## config.mk

```make
export PLATFORM = sky130hd
export DESIGN_NAME = xbar_seq_flat
export DESIGN_NICKNAME = d
export VERILOG_FILES = /design/src/rtl/xbar_seq_if.sv /design/src/rtl/xbar_seq.sv /design/src/flat_wrapper.sv
export SDC_FILE = /design/constraint.sdc
export NUM_CORES = 1
export LEC_CHECK = 0
export ABC_AREA = 1
export CORE_UTILIZATION = 34
export DETAILED_ROUTE_END_ITERATION = 10
export MAX_ROUTING_LAYER = met4
export SLEW_MARGIN = 20
export SYNTH_ARGS = -nofsm -noshare
export SYNTH_HDL_FRONTEND = slang
export SYNTH_SLANG_ARGS = --single-unit
```

## constraint.sdc

```tcl
create_clock -name clk -period 1.8 [get_ports clk]
set_input_delay 0.54 -clock clk [delete_from_list [all_inputs] [get_ports clk]]
set_output_delay 0.54 -clock clk [all_outputs]
set_load 0.03 [all_outputs]
```

## src/rtl/xbar_seq_if.sv

```systemverilog
// Command/handshake and datapath-control bundle between the two requesters and xbar_seq.
interface xbar_seq_if;
  logic       req_a;
  logic       req_b;
  logic [1:0] op_a;
  logic [1:0] op_b;
  logic [1:0] src_a;
  logic [1:0] src_b;
  logic [1:0] dst_a;
  logic [1:0] dst_b;
  logic       ack_a;
  logic       ack_b;
  logic       busy;
  logic       done;
  logic [2:0] bus_sel;
  logic       data_sel;
  logic [3:0] rin;
  logic       scr_in;

  modport master (
    output req_a, req_b, op_a, op_b, src_a, src_b, dst_a, dst_b,
    input  ack_a, ack_b, busy, done, bus_sel, data_sel, rin, scr_in
  );

  modport slave (
    input  req_a, req_b, op_a, op_b, src_a, src_b, dst_a, dst_b,
    output ack_a, ack_b, busy, done, bus_sel, data_sel, rin, scr_in
  );
endinterface

```

## src/rtl/xbar_seq.sv

```systemverilog
// Two-port command sequencer/arbiter for the four-register crossbar; SWAP runs
// as src->scratch, dst->src, scratch->dst over three cycles.
module xbar_seq #(
  parameter bit RR = 1'b1
) (
  input logic       clk,
  input logic       rst,
  xbar_seq_if.slave xif
);
  localparam logic [1:0] IDLE  = 2'd0;
  localparam logic [1:0] EXEC  = 2'd1;
  localparam logic [1:0] SWAP2 = 2'd2;
  localparam logic [1:0] SWAP3 = 2'd3;

  localparam logic [1:0] OP_LOAD = 2'd0;
  localparam logic [1:0] OP_COPY = 2'd1;
  localparam logic [1:0] OP_SWAP = 2'd2;

  logic [1:0] state;
  logic [1:0] op_q;
  logic [1:0] src_q;
  logic [1:0] dst_q;
  logic       gport;
  logic       last_b;
  logic       grant_a;
  logic       grant_b;

  // On a tie A wins under fixed priority, or under round-robin when B was granted last.
  always_comb begin
    grant_a = (state == IDLE) && !rst && xif.req_a && (!xif.req_b || !RR || last_b);
    grant_b = (state == IDLE) && !rst && xif.req_b && !grant_a;
  end

  assign xif.ack_a = grant_a;
  assign xif.ack_b = grant_b;
  assign xif.busy  = (state != IDLE);

  always_ff @(posedge clk or posedge rst) begin
    if (rst) begin
      state  <= IDLE;
      op_q   <= '0;
      src_q  <= '0;
      dst_q  <= '0;
      gport  <= 1'b0;
      last_b <= 1'b1;
    end else begin
      case (state)
        IDLE: begin
          if (grant_a || grant_b) begin
            op_q   <= grant_b ? xif.op_b  : xif.op_a;
            src_q  <= grant_b ? xif.src_b : xif.src_a;
            dst_q  <= grant_b ? xif.dst_b : xif.dst_a;
            gport  <= grant_b;
            last_b <= grant_b;
            state  <= EXEC;
          end
        end
        EXEC:    state <= (op_q == OP_SWAP && src_q != dst_q) ? SWAP2 : IDLE;
        SWAP2:   state <= SWAP3;
        default: state <= IDLE;
      endcase
    end
  end

  always_comb begin
    xif.bus_sel  = '0;
    xif.data_sel = 1'b0;
    xif.rin      = '0;
    xif.scr_in   = 1'b0;
    xif.done     = 1'b0;
    case (state)
      EXEC: begin
        case (op_q)
          OP_LOAD: begin
            xif.data_sel = gport;
            xif.rin      = 4'b0001 << dst_q;
            xif.done     = 1'b1;
          end
          OP_COPY: begin
            xif.bus_sel = {1'b0, src_q} + 3'd1;
            xif.rin     = 4'b0001 << dst_q;
            xif.done    = 1'b1;
          end
          OP_SWAP: begin
            if (src_q != dst_q) begin
              xif.bus_sel = {1'b0, src_q} + 3'd1;
              xif.scr_in  = 1'b1;
            end else begin
              xif.done = 1'b1;
            end
          end
          default: xif.done = 1'b1;
        endcase
      end
      SWAP2: begin
        xif.bus_sel = {1'b0, dst_q} + 3'd1;
        xif.rin     = 4'b0001 << src_q;
      end
      SWAP3: begin
        xif.bus_sel = 3'd5;
        xif.rin     = 4'b0001 << dst_q;
        xif.done    = 1'b1;
      end
      default: ;
    endcase
  end
endmodule
```

## src/flat_wrapper.sv

```systemverilog
// flat-port wrapper written by rule: the top's interface ports become plain ports
module xbar_seq_flat 
#(
  parameter bit RR = 1'b1
)
  (clk, rst, xif_req_a, xif_req_b, xif_op_a, xif_op_b, xif_src_a, xif_src_b, xif_dst_a, xif_dst_b, xif_ack_a, xif_ack_b, xif_busy, xif_done, xif_bus_sel, xif_data_sel, xif_rin, xif_scr_in);
  xbar_seq_if xif_i ();
  input logic clk;
  input logic rst;
  input wire logic [$bits(xif_i.req_a)-1:0] xif_req_a;
  input wire logic [$bits(xif_i.req_b)-1:0] xif_req_b;
  input wire logic [$bits(xif_i.op_a)-1:0] xif_op_a;
  input wire logic [$bits(xif_i.op_b)-1:0] xif_op_b;
  input wire logic [$bits(xif_i.src_a)-1:0] xif_src_a;
  input wire logic [$bits(xif_i.src_b)-1:0] xif_src_b;
  input wire logic [$bits(xif_i.dst_a)-1:0] xif_dst_a;
  input wire logic [$bits(xif_i.dst_b)-1:0] xif_dst_b;
  output wire logic [$bits(xif_i.ack_a)-1:0] xif_ack_a;
  output wire logic [$bits(xif_i.ack_b)-1:0] xif_ack_b;
  output wire logic [$bits(xif_i.busy)-1:0] xif_busy;
  output wire logic [$bits(xif_i.done)-1:0] xif_done;
  output wire logic [$bits(xif_i.bus_sel)-1:0] xif_bus_sel;
  output wire logic [$bits(xif_i.data_sel)-1:0] xif_data_sel;
  output wire logic [$bits(xif_i.rin)-1:0] xif_rin;
  output wire logic [$bits(xif_i.scr_in)-1:0] xif_scr_in;
  assign xif_i.req_a = xif_req_a;
  assign xif_i.req_b = xif_req_b;
  assign xif_i.op_a = xif_op_a;
  assign xif_i.op_b = xif_op_b;
  assign xif_i.src_a = xif_src_a;
  assign xif_i.src_b = xif_src_b;
  assign xif_i.dst_a = xif_dst_a;
  assign xif_i.dst_b = xif_dst_b;
  assign xif_ack_a = xif_i.ack_a;
  assign xif_ack_b = xif_i.ack_b;
  assign xif_busy = xif_i.busy;
  assign xif_done = xif_i.done;
  assign xif_bus_sel = xif_i.bus_sel;
  assign xif_data_sel = xif_i.data_sel;
  assign xif_rin = xif_i.rin;
  assign xif_scr_in = xif_i.scr_in;
  xbar_seq #(.RR(RR)) u_core (.clk(clk), .rst(rst), .xif(xif_i));
endmodule
```

# [Word level (Yosys, flattened, before mapping)]
# Cells that the tools add are included.
[op_classes] shifts=2 n_mux=19 add_sub_neg=2 eq_ne=7 reduce_logical=16
[op_table] op="$pmux W4 S3" count=1
[op_table] op="$mux W2" count=5
[op_table] op="$pmux W3 S3" count=1
[op_table] op="$shl A1 B2 Y4 const A" count=2
[op_table] op="$mux W1" count=7
[op_table] op="$add A2 B1 Y3 const B" count=2
[op_table] op="$eq A2 B2 Y1 const B" count=3
[op_table] op="$logic_and A1 B1 Y1" count=6
[op_table] op="$pmux W2 S3" count=1
[op_table] op="$pmux W3 S2" count=1
[op_table] op="$eq A2 B1 Y1 const B" count=2
[op_table] op="$logic_not A2 Y1" count=2
[op_table] op="$mux W4" count=1
[op_table] op="$logic_not A1 Y1" count=3
[op_table] op="$mux W3" count=1
[op_table] op="$logic_or A1 B1 Y1" count=2
[op_table] op="$ne A2 B2 Y1" count=1
[op_table] op="$ne A2 B2 Y1 const B" count=1
[op_table] op="$pmux W1 S2" count=1
[op_table] op="$reduce_and A2 Y1" count=1
[op_table] op="$reduce_bool A2 Y1" count=1
[op_table] op="$reduce_or A2 Y1" count=1
[word_totals] ff_bits=10 out_inout_bits=13 input_bits=16 word_cells=52

# [Logic depth before layout (Yosys ltp)]
# Gate-level depths: netlist of run 1.
[depth] depth_word=9 depth_mapped=8 mapped_depth_nobuf=8

# [Least setup slack after synthesis of run 1]
# No wires, ideal clock.
[synth_timing] kind="input -> output" startpoint="in xif_req_b" endpoint="out xif_ack_a" cell_stages=4 setup_slack_ps=-26 arrival_ps=1286 path_buffers=0 t_required_ps=1260 path_cell_list="inv_1 -> o21a_1 -> nand2_2 -> inv_1"
[synth_between] elab_chain_len=3
[synth_lines] item="start, declared" line="flat_wrapper.sv:11" text="input wire logic [$bits(xif_i.req_b)-1:0] xif_req_b;"
[synth_lines] item="$logic_not A1 Y1" line="xbar_seq.sv:30" text="grant_a = (state == IDLE) && !rst && xif.req_a && (!xif.req_b || !RR || last_b);"
[synth_lines] item="$logic_or A1 B1 Y1" line="xbar_seq.sv:30"
[synth_lines] item="$logic_and A1 B1 Y1" line="xbar_seq.sv:30"
[synth_lines] item="end, declared" line="flat_wrapper.sv:18" text="output wire logic [$bits(xif_i.ack_a)-1:0] xif_ack_a;"
# Every way passes these cells.

# [Worst setup path in the final report of run 1]
[layout_timing] startpoint="reg u_core.op_q[1]" endpoint="out xif_rin[2]"
[layout_between] elab_chain_len=4 word_cells_on_any_way=5 classes_between="eq/ne (1); mux (2); reduce/logical (2)"
[layout_lines] item="start, declared" line="xbar_seq.sv:20" text="logic [1:0] op_q;"
[layout_lines] item="start signal, assigned" line="xbar_seq.sv:50" text="op_q <= grant_b ? xif.op_b : xif.op_a;"
[layout_lines] item="$eq A2 B1 Y1 / $logic_not A2 Y1 (equally long branches)" line="xbar_seq.sv:73" text="case (op_q)"
[layout_lines] item="$reduce_or A2 Y1 (no line) (*)"
[layout_lines] item="$mux W4 (*)"
[layout_lines] item="$pmux W4 S3 (*)" line="xbar_seq.sv:71" text="case (state)"
[layout_lines] item="end, declared" line="flat_wrapper.sv:24" text="output wire logic [$bits(xif_i.rin)-1:0] xif_rin;"
# Mark *: on every way between the ends. The rest lies on a longest branch, timed or not.

==> impl_metrics.ini, run 1 <==
[clock_network]
cts-root-buf = clkbuf_4
clk_latency_ns = 0.26
clockBufferDepth = 2
cts_sinks = 10
cts_buffers = 3
tritoncts = built
cts.htree.levels = 1
hold_buffers = 0
path_clk_slew_ns = 0.07

[floorplan]
die_w_um = 53.8
die_h_um = 53.8
core_um2 = 2500
ios = 29
dieArea_um2 = 2900
start_util_pct = 36.5
rows = 18

[yosys]
ys_seq_area_share_pct = 27.5
yosys_warnings = 0
synth_area_leaders = dfrtp_1 25%, nand3_1 18%, ha_1 15%, nand2_1 9.5%, inv_1 6.6%
synth-seq-cells = 10
synth_top_area_share_pct = 24.7
synthDistinctLibCells = 19
yosysTopAreaCell = dfrtp_1
synthCells = 119
syn_area_um2 = 913
syn_nets = 146
syn_area_per_cell_um2 = 7.68

[global_route]
grt_use_total_pct = 19.0
grt_max_degree = 12
grt_pass1_wl_um = 3830
gr-total-overflow = 0
antenna_found_initial = 0
grt_pass1_vias = 949

[setup_path]
crit_fanout = 4
crit_type = flop to output port
critical-path-max-stage-delay_ns = 0.36
cp-start-kind = flop
crit_path_top_delay_cell = dfrtp_1
cp.arrival_ns = 1.42
crit_path_end_kind = output port
cp_common_cell = nand3_2
required_ns = 1.26
path_cells = inv_2, ha_2, or2_4, nand3_2, nand3_2, buf_6

[job]
drv_cap = 0

[placed_design]
place_area_um2 = 1290
io_buffer_count = 28
place_inst = 189
place_ws_ns = -0.346
gp_congestion = 0.778
hpwl_um = 1870

[routing]
drt_pass1_iterations = 4
vias = 999
viasPerCell = 4.95
drtIter0Drc = 16
drc = 0
wl_per_cell_um = 12.1
drt-total-wl_um = 2440
ant_nets = 0

[finish]
drive_gt1_share_pct = 49.4
fin_cells = 202
syn_to_final_growth_pct = 70.3
register_area_um2 = 254
final_nets = 200
antenna_cells = 0
final_cell_area_um2 = 1560
multi_input_area_um2 = 686
fillers = 218
post-route-util_pct = 62.2

[timing]
setup_viol = 11
max_freq_ghz = 0.510
fin_tns_setup_ns = -1.34
fin_crit_sh_pct = 109
finalHoldViolations = 0
slew_headroom_pct = 72.8
fin_crit_ns = 1.96
finClkSkew_ns = 0.0109
rsz0062_at_grt = yes
setup_slack_ns = -0.161
tightest_slew_ns = 0.408
slew_violations = 0
whs_ns = 0.481

[power_and_ir_drop]
power_mw = 2.32
power_density_nw_per_um2 = 1490
peakVddDrop_uv = 1010
power.leakage_nw = 0.784

[outcome]
violations = negative setup slack
status = complete, but fails checks

[worst_hold_path]
hp-class = input pin to async pin
## cells in the mapped netlist
cell	instances
nand2_4	2
nor2_8	2
clkbuf_2	1
clkbuf_1	1
o21ai_0	5
or2_2	1
o2111ai_1	6
nand3_1	32
inv_1	16
nand2_1	23
nand2_2	1
nor2_1	4
dfrtp_1	9
buf_6	1
o21a_1	1
a31oi_1	1
inv_12	1
ha_1	11
dfstp_2	1
## metal layers
| layer | wire length (um) | part of all wire [%] | track usage [%] |
|---|---|---|---|
| met4 | 10 | 0.41 | 5.26 |
| met2 | 1310 | 54 | 37.9 |
| met5 | 0 | 0 | - |
| met1 | 1030 | 42 | 19.1 |
| met3 | 86 | 3.5 | 1.69 |
## final timing paths
kind	start	endpoint	slack (ns)	depth (start not counted)
worst max-delay path	u_core.op_q[1]$_DFFE_PP0P_	xif_rin[2]	-0.16	6
min in group clk	u_core.gport$_DFFE_PP0P_	u_core.gport$_DFFE_PP0P_	0.51	2
max in group asynchronous	rst	u_core.dst_q[0]$_DFFE_PP0P_	1.00	2
worst min-delay path	rst	u_core.op_q[1]$_DFFE_PP0P_	0.48	2
worst min register to register	u_core.gport$_DFFE_PP0P_	u_core.gport$_DFFE_PP0P_	0.51	2
worst max register to register	u_core.state[0]$_DFFE_PP0P_	u_core.dst_q[0]$_DFFE_PP0P_	0.51	7
## cells in the final DEF, fill, tap and decap left out, types with 2 or more instances in the layout
cell type and n:
inv_1 6, nand2_2 8, dfrtp_1 7, buf_6 10, clkdlybuf4s50_1 12, clkbuf_4 3, dfrtp_2 2, ha_2 2
dlygate4sd2_1 2, buf_4 27, ha_4 2, o2111ai_1 6, nand3_1 21, nand2_1 16, nor2_1 3, nand3_2 11
o21ai_0 5, nor2_8 2, nand2_4 2, ha_1 7, inv_2 9
## report_power, final
group	switching, mW	total (mW)	internal (mW)
Combinational	0.910	1.67	0.756
Clock	0.0771	0.200	0.123
Sequential	0.122	0.458	0.336
Total	1.11	2.32	1.21
## sequential cells by signal (all words and copies together) (netlist names)
name           cells
u_core.last_b      1
u_core.state       2
u_core.gport       1
u_core.op_q        2
u_core.dst_q       2
u_core.src_q       2
## worst max-delay path: cells and delay by family, from the launching register on
kind                       cells  cell delay [ns]
adders and majority gates      1             0.18
buffers and inverters          2             0.20
DFF                            1             0.36
and+or+nand+nor                3             0.41
## area by class of cell
class / instances / area share (%)
Multi-Input combinational cell: 89 / 44.1
Timing Repair Buffer: 52 / 29.8
Sequential cell: 10 / 16.3
Inverter: 17 / 5.07
Tap cell: 30 / 2.41
Clock buffer: 4 / 2.33
## cells by family (layout without fill, tap and decap cells)
group                    after synthesis  after routing  share of synthesized area, %
flip-flops                            10             10                          27.5
adder cells (fa/ha/maj)               11             11                          15.1
buffers and inverters                 20             73                          10.5
AO/OA/AOI/OAI                         13             13                          10.0
AND/OR/NAND/NOR                       65             65                          36.8
## repair_timing
action | CTS | global route
gates resized for setup | 40 | 14
setup endpoints to repair | 12 | 12
buffers inserted | 8 | 1
pin swaps | 7 | 9
Power figures use the tool's default switching activity.
==> run 2, diff against run 1 <==
--- a/config.mk
+++ b/config.mk
@@ -7,6 +7,7 @@
 export LEC_CHECK = 0
 export ABC_AREA = 1
 export CORE_UTILIZATION = 34
+export CTS_BUF_LIST = sky130_fd_sc_hd__clkbuf_16
 export DETAILED_ROUTE_END_ITERATION = 10
 export MAX_ROUTING_LAYER = met4
 export SLEW_MARGIN = 20
==> constraint.sdc (replaced) <==
create_clock -name clk -period 1.8 [get_ports clk]
set_input_delay 0.54 -clock clk [delete_from_list [all_inputs] [get_ports clk]]
set_output_delay 0.54 -clock clk [all_outputs]
set_load 0.02 [all_outputs]
==> run 2 against run 1 <==
The run still ends with negative setup slack left. Combinational power grew 7%. Sequential share of layout area shrank 1.3 points. Final cell count grew 4.5%. Die area is the same. Critical path type unchanged. Register-to-register slack gained 0.02 ns. Largest cell class unchanged. Worst setup slack gained 0.032 ns. Count of clock-buffer cells in the layout shrank 1. First-iteration DRC count grew 25%. Clock skew shrank 0.0065 ns.
==> impl_metrics.ini, run 2 (synthesis gave the netlist of run 1 again) <==
[routing]
drt-total-wl_um = 2770
viasPerCell = 4.90
drc = 0
drtIter0Drc = 20
wl_per_cell_um = 13.1
vias = 1034
ant_nets = 0
drt_pass1_iterations = 4

[setup_path]
critical-path-max-stage-delay_ns = 0.40
rr_worst_depth = 7
worst-path-buf-inv = 1
crit_path_end_kind = output port
path_cells = ha_2, or2_4, nand3_2, nand3_2, buf_6
ff2ff_setup_slack_ns = 0.53
required_ns = 1.26
path_depth = 5
crit_fanout = 4
cp_top_family = simple AND/OR/NAND/NOR gates
cp-start-kind = flop
crit_type = flop to output port
cp.arrival_ns = 1.39
crit_path_top_delay_cell = dfrtp_1
cp_common_cell = nand3_2

[clock_network]
clockBufferDepth = 2
tritoncts = built
cts_buffers = 3
hold_buffers = 0
clk_latency_ns = 0.23
path_clk_slew_ns = 0.04
cts_sinks = 10
cts.htree.levels = 1
cts-root-buf = clkbuf_16

[timing]
whs_ns = 0.432
rsz0062_at_grt = yes
tightest_slew_ns = 0.380
slew_headroom_pct = 74.6
finalHoldViolations = 0
slew_violations = 0
fin_crit_sh_pct = 107
setup_slack_ns = -0.129
setup_viol = 9
max_freq_ghz = 0.518
finClkSkew_ns = 0.00443
fin_crit_ns = 1.93

[floorplan]
rows = 18
die_w_um = 53.8
die_h_um = 53.8
core_um2 = 2500
start_util_pct = 36.5
ios = 29
dieArea_um2 = 2900

[global_route]
grt_use_total_pct = 21.7
grt_pass1_wl_um = 4350
grt_pass1_vias = 1031
gr-total-overflow = 0
antenna_found_initial = 0
grt_max_degree = 12

[power_and_ir_drop]
p_sw_mw = 1.12
p_seq_share_pct = 17.2
p_int_mw = 1.51
power.leakage_nw = 0.852
clkPwrFrac_pct = 14.7
peakVddDrop_uv = 1060
switching_share_pct = 42.6
power_density_nw_per_um2 = 1560
combPwrFrac_pct = 68.1
power_mw = 2.64

[finish]
drive_gt1_share_pct = 50.8
final_nets = 209
antenna_cells = 0
syn_to_final_growth_pct = 84.5
final_common_cell = buf_4
layout_common_cells = 34 x buf_4, 22 x nand3_1, 18 x nand2_1
fillers = 229

[worst_hold_path]
hp-class = input pin to async pin

[placed_design]
gp_congestion = 0.767
hpwl_um = 1990
io_buffer_count = 28

[job]
drv_cap = 0

[outcome]
status = complete, but fails checks
violations = negative setup slack
[run 2: changes by cell type in the layout (fill, tap and decap cells not counted), moves of 2 or more]
cell / delta
clkdlybuf4s15_2: +3
ha_1: -3
clkbuf_4: -3
clkbuf_16: +3
inv_1: +2
nand2_2: -3
buf_4: +7
ha_2: +2
nand2_1: +2
[run 2: area by class of cell]
cell class | instances | area, um2 | share of cell area [%]
Inverter | 17 | 76.3 | 4.53
Clock inverter | 1 | 3.75 | 0.223
Timing Repair Buffer | 61 | 542 | 32.1
Tap cell | 30 | 37.5 | 2.23
Sequential cell | 10 | 253 | 15.0
Clock buffer | 3 | 75.1 | 4.45
Multi-Input combinational cell | 89 | 698 | 41.4
[run 2: power groups by stage]
| stage | Clock, mW | Combinational (mW) | Sequential (mW) |
|---|---|---|---|
| after floorplan | 0 | 0.783 | 0.403 |
| after global placement | 0 | 1.38 | 0.431 |
| after detailed placement | 0 | 1.41 | 0.436 |
| after CTS | 0.395 | 1.64 | 0.447 |
| after global routing | 0.407 | 1.96 | 0.464 |
| final | 0.389 | 1.79 | 0.454 |
[run 2: path summary, 6_finish.rpt]
check,startpoint,end
worst max-delay path,u_core.op_q[0]$_DFFE_PP0P_,xif_rin[1]
worst min-delay path,rst,u_core.op_q[0]$_DFFE_PP0P_
worst max register to register,u_core.state[0]$_DFFE_PP0P_,u_core.dst_q[0]$_DFFE_PP0P_
worst min register to register,u_core.gport$_DFFE_PP0P_,u_core.gport$_DFFE_PP0P_
max in group asynchronous,rst,u_core.last_b$_DFFE_PP1P_
min in group clk,u_core.gport$_DFFE_PP0P_,u_core.gport$_DFFE_PP0P_
[run 2: per-stage QoR]
| step | util (%) | worst slack (ns) | instance area, um2 | TNS, ns | instances |
|---|---|---|---|---|---|
| floorplan | - | 0.0310 | 913 | 0 | 119 |
| global placement | 56.3 | -0.774 | 1410 | -4.74 | 200 |
| detailed placement | 56.3 | -0.791 | 1410 | -5.39 | 200 |
| CTS | 64.5 | -0.135 | 1610 | -0.970 | 210 |
| global route | 67.4 | -0.229 | 1690 | -1.49 | 211 |
| finish | 67.4 | -0.129 | 1690 | -0.889 | 211 |
[run 2: worst reg2reg max path: cells and delay by family (launching register included)]
kind	cells	cell delay, ns
and+or+nand+nor	5	0.44
buffers and inverters	2	0.25
DFF	1	0.46
[run 2: routing by layer]
metal	up-vias	share of wire (%)	wire length [um]	GRT usage, %
li1	530	-	-	-
met1	466	38	1060	21.5
met2	34	57	1580	41.6
met3	4	3.6	101	3.39
met4	0	1.0	29	7.89
met5	-	0	0	-
[run 2: timing repair]
action | 4_1_cts | 5_1_grt
resized for setup | 104 | 17
pin swaps | 7 | 7
endpoints found under the hold margin | 0 | 0
buffers inserted | 6 | 2
setup endpoints to repair | 13 | 13
==> run 3, diff against run 2 <==
--- a/config.mk
+++ b/config.mk
@@ -6,7 +6,7 @@
 export NUM_CORES = 1
 export LEC_CHECK = 0
 export ABC_AREA = 1
-export CORE_UTILIZATION = 34
+export CORE_UTILIZATION = 30
 export CTS_BUF_LIST = sky130_fd_sc_hd__clkbuf_16
 export DETAILED_ROUTE_END_ITERATION = 10
 export MAX_ROUTING_LAYER = met4
==> run 3 against run 2 <==
The flow finishes with violations (design-rule violations, negative setup slack). Via count rose by 2.5%. Register-to-register slack got worse by 0.07 ns. Design area increased by 0.15%. Highest routed layer unchanged. Sequential share of layout area about the same. Final cell count is the same. Power grew 1.5%. Sequential power fell by 0.9%. Core utilization decreased by 7.8 points. Worst setup slack is essentially flat. First-iteration DRC count grew 20%. Fmax about the same. Largest power group unchanged.
==> impl_metrics.ini, run 3 (synthesis gave the netlist of run 1 again) <==
[outcome]
status = complete, but fails checks
violations = design-rule violations, negative setup slack

[routing]
drtIter0Drc = 24
vias = 1060
ant_nets = 0
drc = 3
wl_per_cell_um = 12.7
drt_pass1_iterations = 7
viasPerCell = 5.02
drt-total-wl_um = 2680

[timing]
finalHoldViolations = 0
rsz0062_at_grt = yes
slew_headroom_pct = 73.7
finClkSkew_ns = 0.00380
tightest_slew_ns = 0.393
setup_slack_ns = -0.129
setup_viol = 9
whs_ns = 0.434
slew_violations = 0
fin_crit_sh_pct = 107
max_freq_ghz = 0.518
fin_crit_ns = 1.93

[setup_path]
crit_fanout = 4
cp.arrival_ns = 1.39
regToRegStartpoint = u_core.state[0]$_DFFE_PP0P_
crit_type = flop to output port
cp-start-kind = flop
rr_worst_depth = 8
crit_path_end_kind = output port
rr_endpoint = u_core.dst_q[0]$_DFFE_PP0P_
ff2ff_setup_slack_ns = 0.46
required_ns = 1.26

[power_and_ir_drop]
p_int_mw = 1.52
power_mw = 2.68
switching_share_pct = 43.3
peakVddDrop_uv = 687
p_sw_mw = 1.16
combPwrFrac_pct = 68.2
power.leakage_nw = 0.852
p_seq_share_pct = 16.8
clkPwrFrac_pct = 15.0
power_density_nw_per_um2 = 1590

[global_route]
grt_use_total_pct = 18.1
grt_pass1_vias = 1036
antenna_found_initial = 0
grt_max_degree = 12
gr-total-overflow = 0
grt_pass1_wl_um = 4400

[placed_design]
place_inst = 202
gp_congestion = 0.842
hpwl_um = 1970
place_area_um2 = 1420
io_buffer_count = 28

[floorplan]
ios = 29
die_w_um = 57.2
die_h_um = 57.2
start_util_pct = 32.3
core_um2 = 2830
dieArea_um2 = 3270
rows = 19

[finish]
final_common_cell = buf_4
post-route-util_pct = 59.7
syn_to_final_growth_pct = 84.8
drive_gt1_share_pct = 55.6
fillers = 245
antenna_cells = 0
layout_common_cells = 35 x buf_4, 22 x nand3_1, 12 x nand2_1, 12 x clkdlybuf4s50_1
fin_cells = 211
final_cell_area_um2 = 1690
final_nets = 208

[clock_network]
tritoncts = built
cts_sinks = 10
clk_latency_ns = 0.24
cts.htree.levels = 1
clockBufferDepth = 2
cts_buffers = 3
cts-root-buf = clkbuf_16
hold_buffers = 0
path_clk_slew_ns = 0.04

[job]
drv_cap = 0

[worst_hold_path]
hp-class = input pin to async pin
[run 3: cell types whose count changed in the layout (fill, tap and decap cells not counted), moves of 2 or more]
cell	delta
nand2_1	-6
nand2_2	+4
nor2_2	+3
buf_6	-2
ha_1	+2
inv_2	+2
nand2_4	+2
nor2_1	-2
[run 3: cell type report]
| class | instances | area [um2] | share of cell area, % |
|---|---|---|---|
| clock inverter | 1 | 3.75 | 0.222 |
| clock buffer | 3 | 75.1 | 4.45 |
| tap | 31 | 38.8 | 2.30 |
| sequential | 10 | 253 | 15.0 |
| multi-input combinational | 89 | 714 | 42.3 |
| inverter | 17 | 76.3 | 4.52 |
| timing repair buffer | 60 | 527 | 31.2 |
[run 3: worst max-delay path by stage]
stage	start	end	slack, ns	cells past startpoint
finish	u_core.op_q[0]$_DFFE_PP0P_	xif_rin[0]	-0.13	5
global route	u_core.src_q[0]$_DFFE_PP0P_	xif_bus_sel[0]	-0.18	9
CTS	u_core.op_q[0]$_DFFE_PP0P_	xif_rin[2]	-0.15	6
detailed placement	xif_req_b	xif_ack_b	-0.80	5
global placement	xif_req_b	xif_ack_b	-0.78	5
floorplan	xif_req_b	xif_ack_a	0.03	4
[run 3: critical path, cell delays in order (launching register included)]
cell and delay (ns):
dfrtp_1 0.41, ha_2 0.19, or2_4 0.28, nand3_2 0.07, nand3_2 0.06, buf_6 0.13
[run 3: per-layer routing]
layer  routed length [um]  part of all wire (%)  vias up  global-route usage, %
li1                     -                     -      524                      -
met1                 1070                    40      497                   19.7
met2                 1440                    54       34                   32.3
met3                  122                   4.6        5                   2.72
met4                   50                   1.9        0                   8.01
met5                    0                     0        -                      -
[run 3: power groups by stage]
stage	clock network [mW]	registers, mW	logic [mW]
3_5_place_dp	0	0.433	1.41
4_1_cts	0.405	0.448	1.66
5_1_grt	0.417	0.468	1.99
6_report	0.401	0.450	1.83
2_1_floorplan	0	0.403	0.783
3_3_place_gp	0	0.431	1.38
[run 3: what timing repair did]
item                                    in CTS  in global routing
setup buffers                                3                  3
resized for setup                          112                 17
endpoints found under the setup margin      13                 13
pin swaps                                   15                 11
[run 3: metrics by stage]
step | TNS (ns) | setup WS [ns]
6_report | -0.921 | -0.129
5_1_grt | -1.57 | -0.185
4_1_cts | -1.12 | -0.150
3_5_place_dp | -5.31 | -0.796
3_3_place_gp | -4.82 | -0.775
2_1_floorplan | 0 | 0.0310
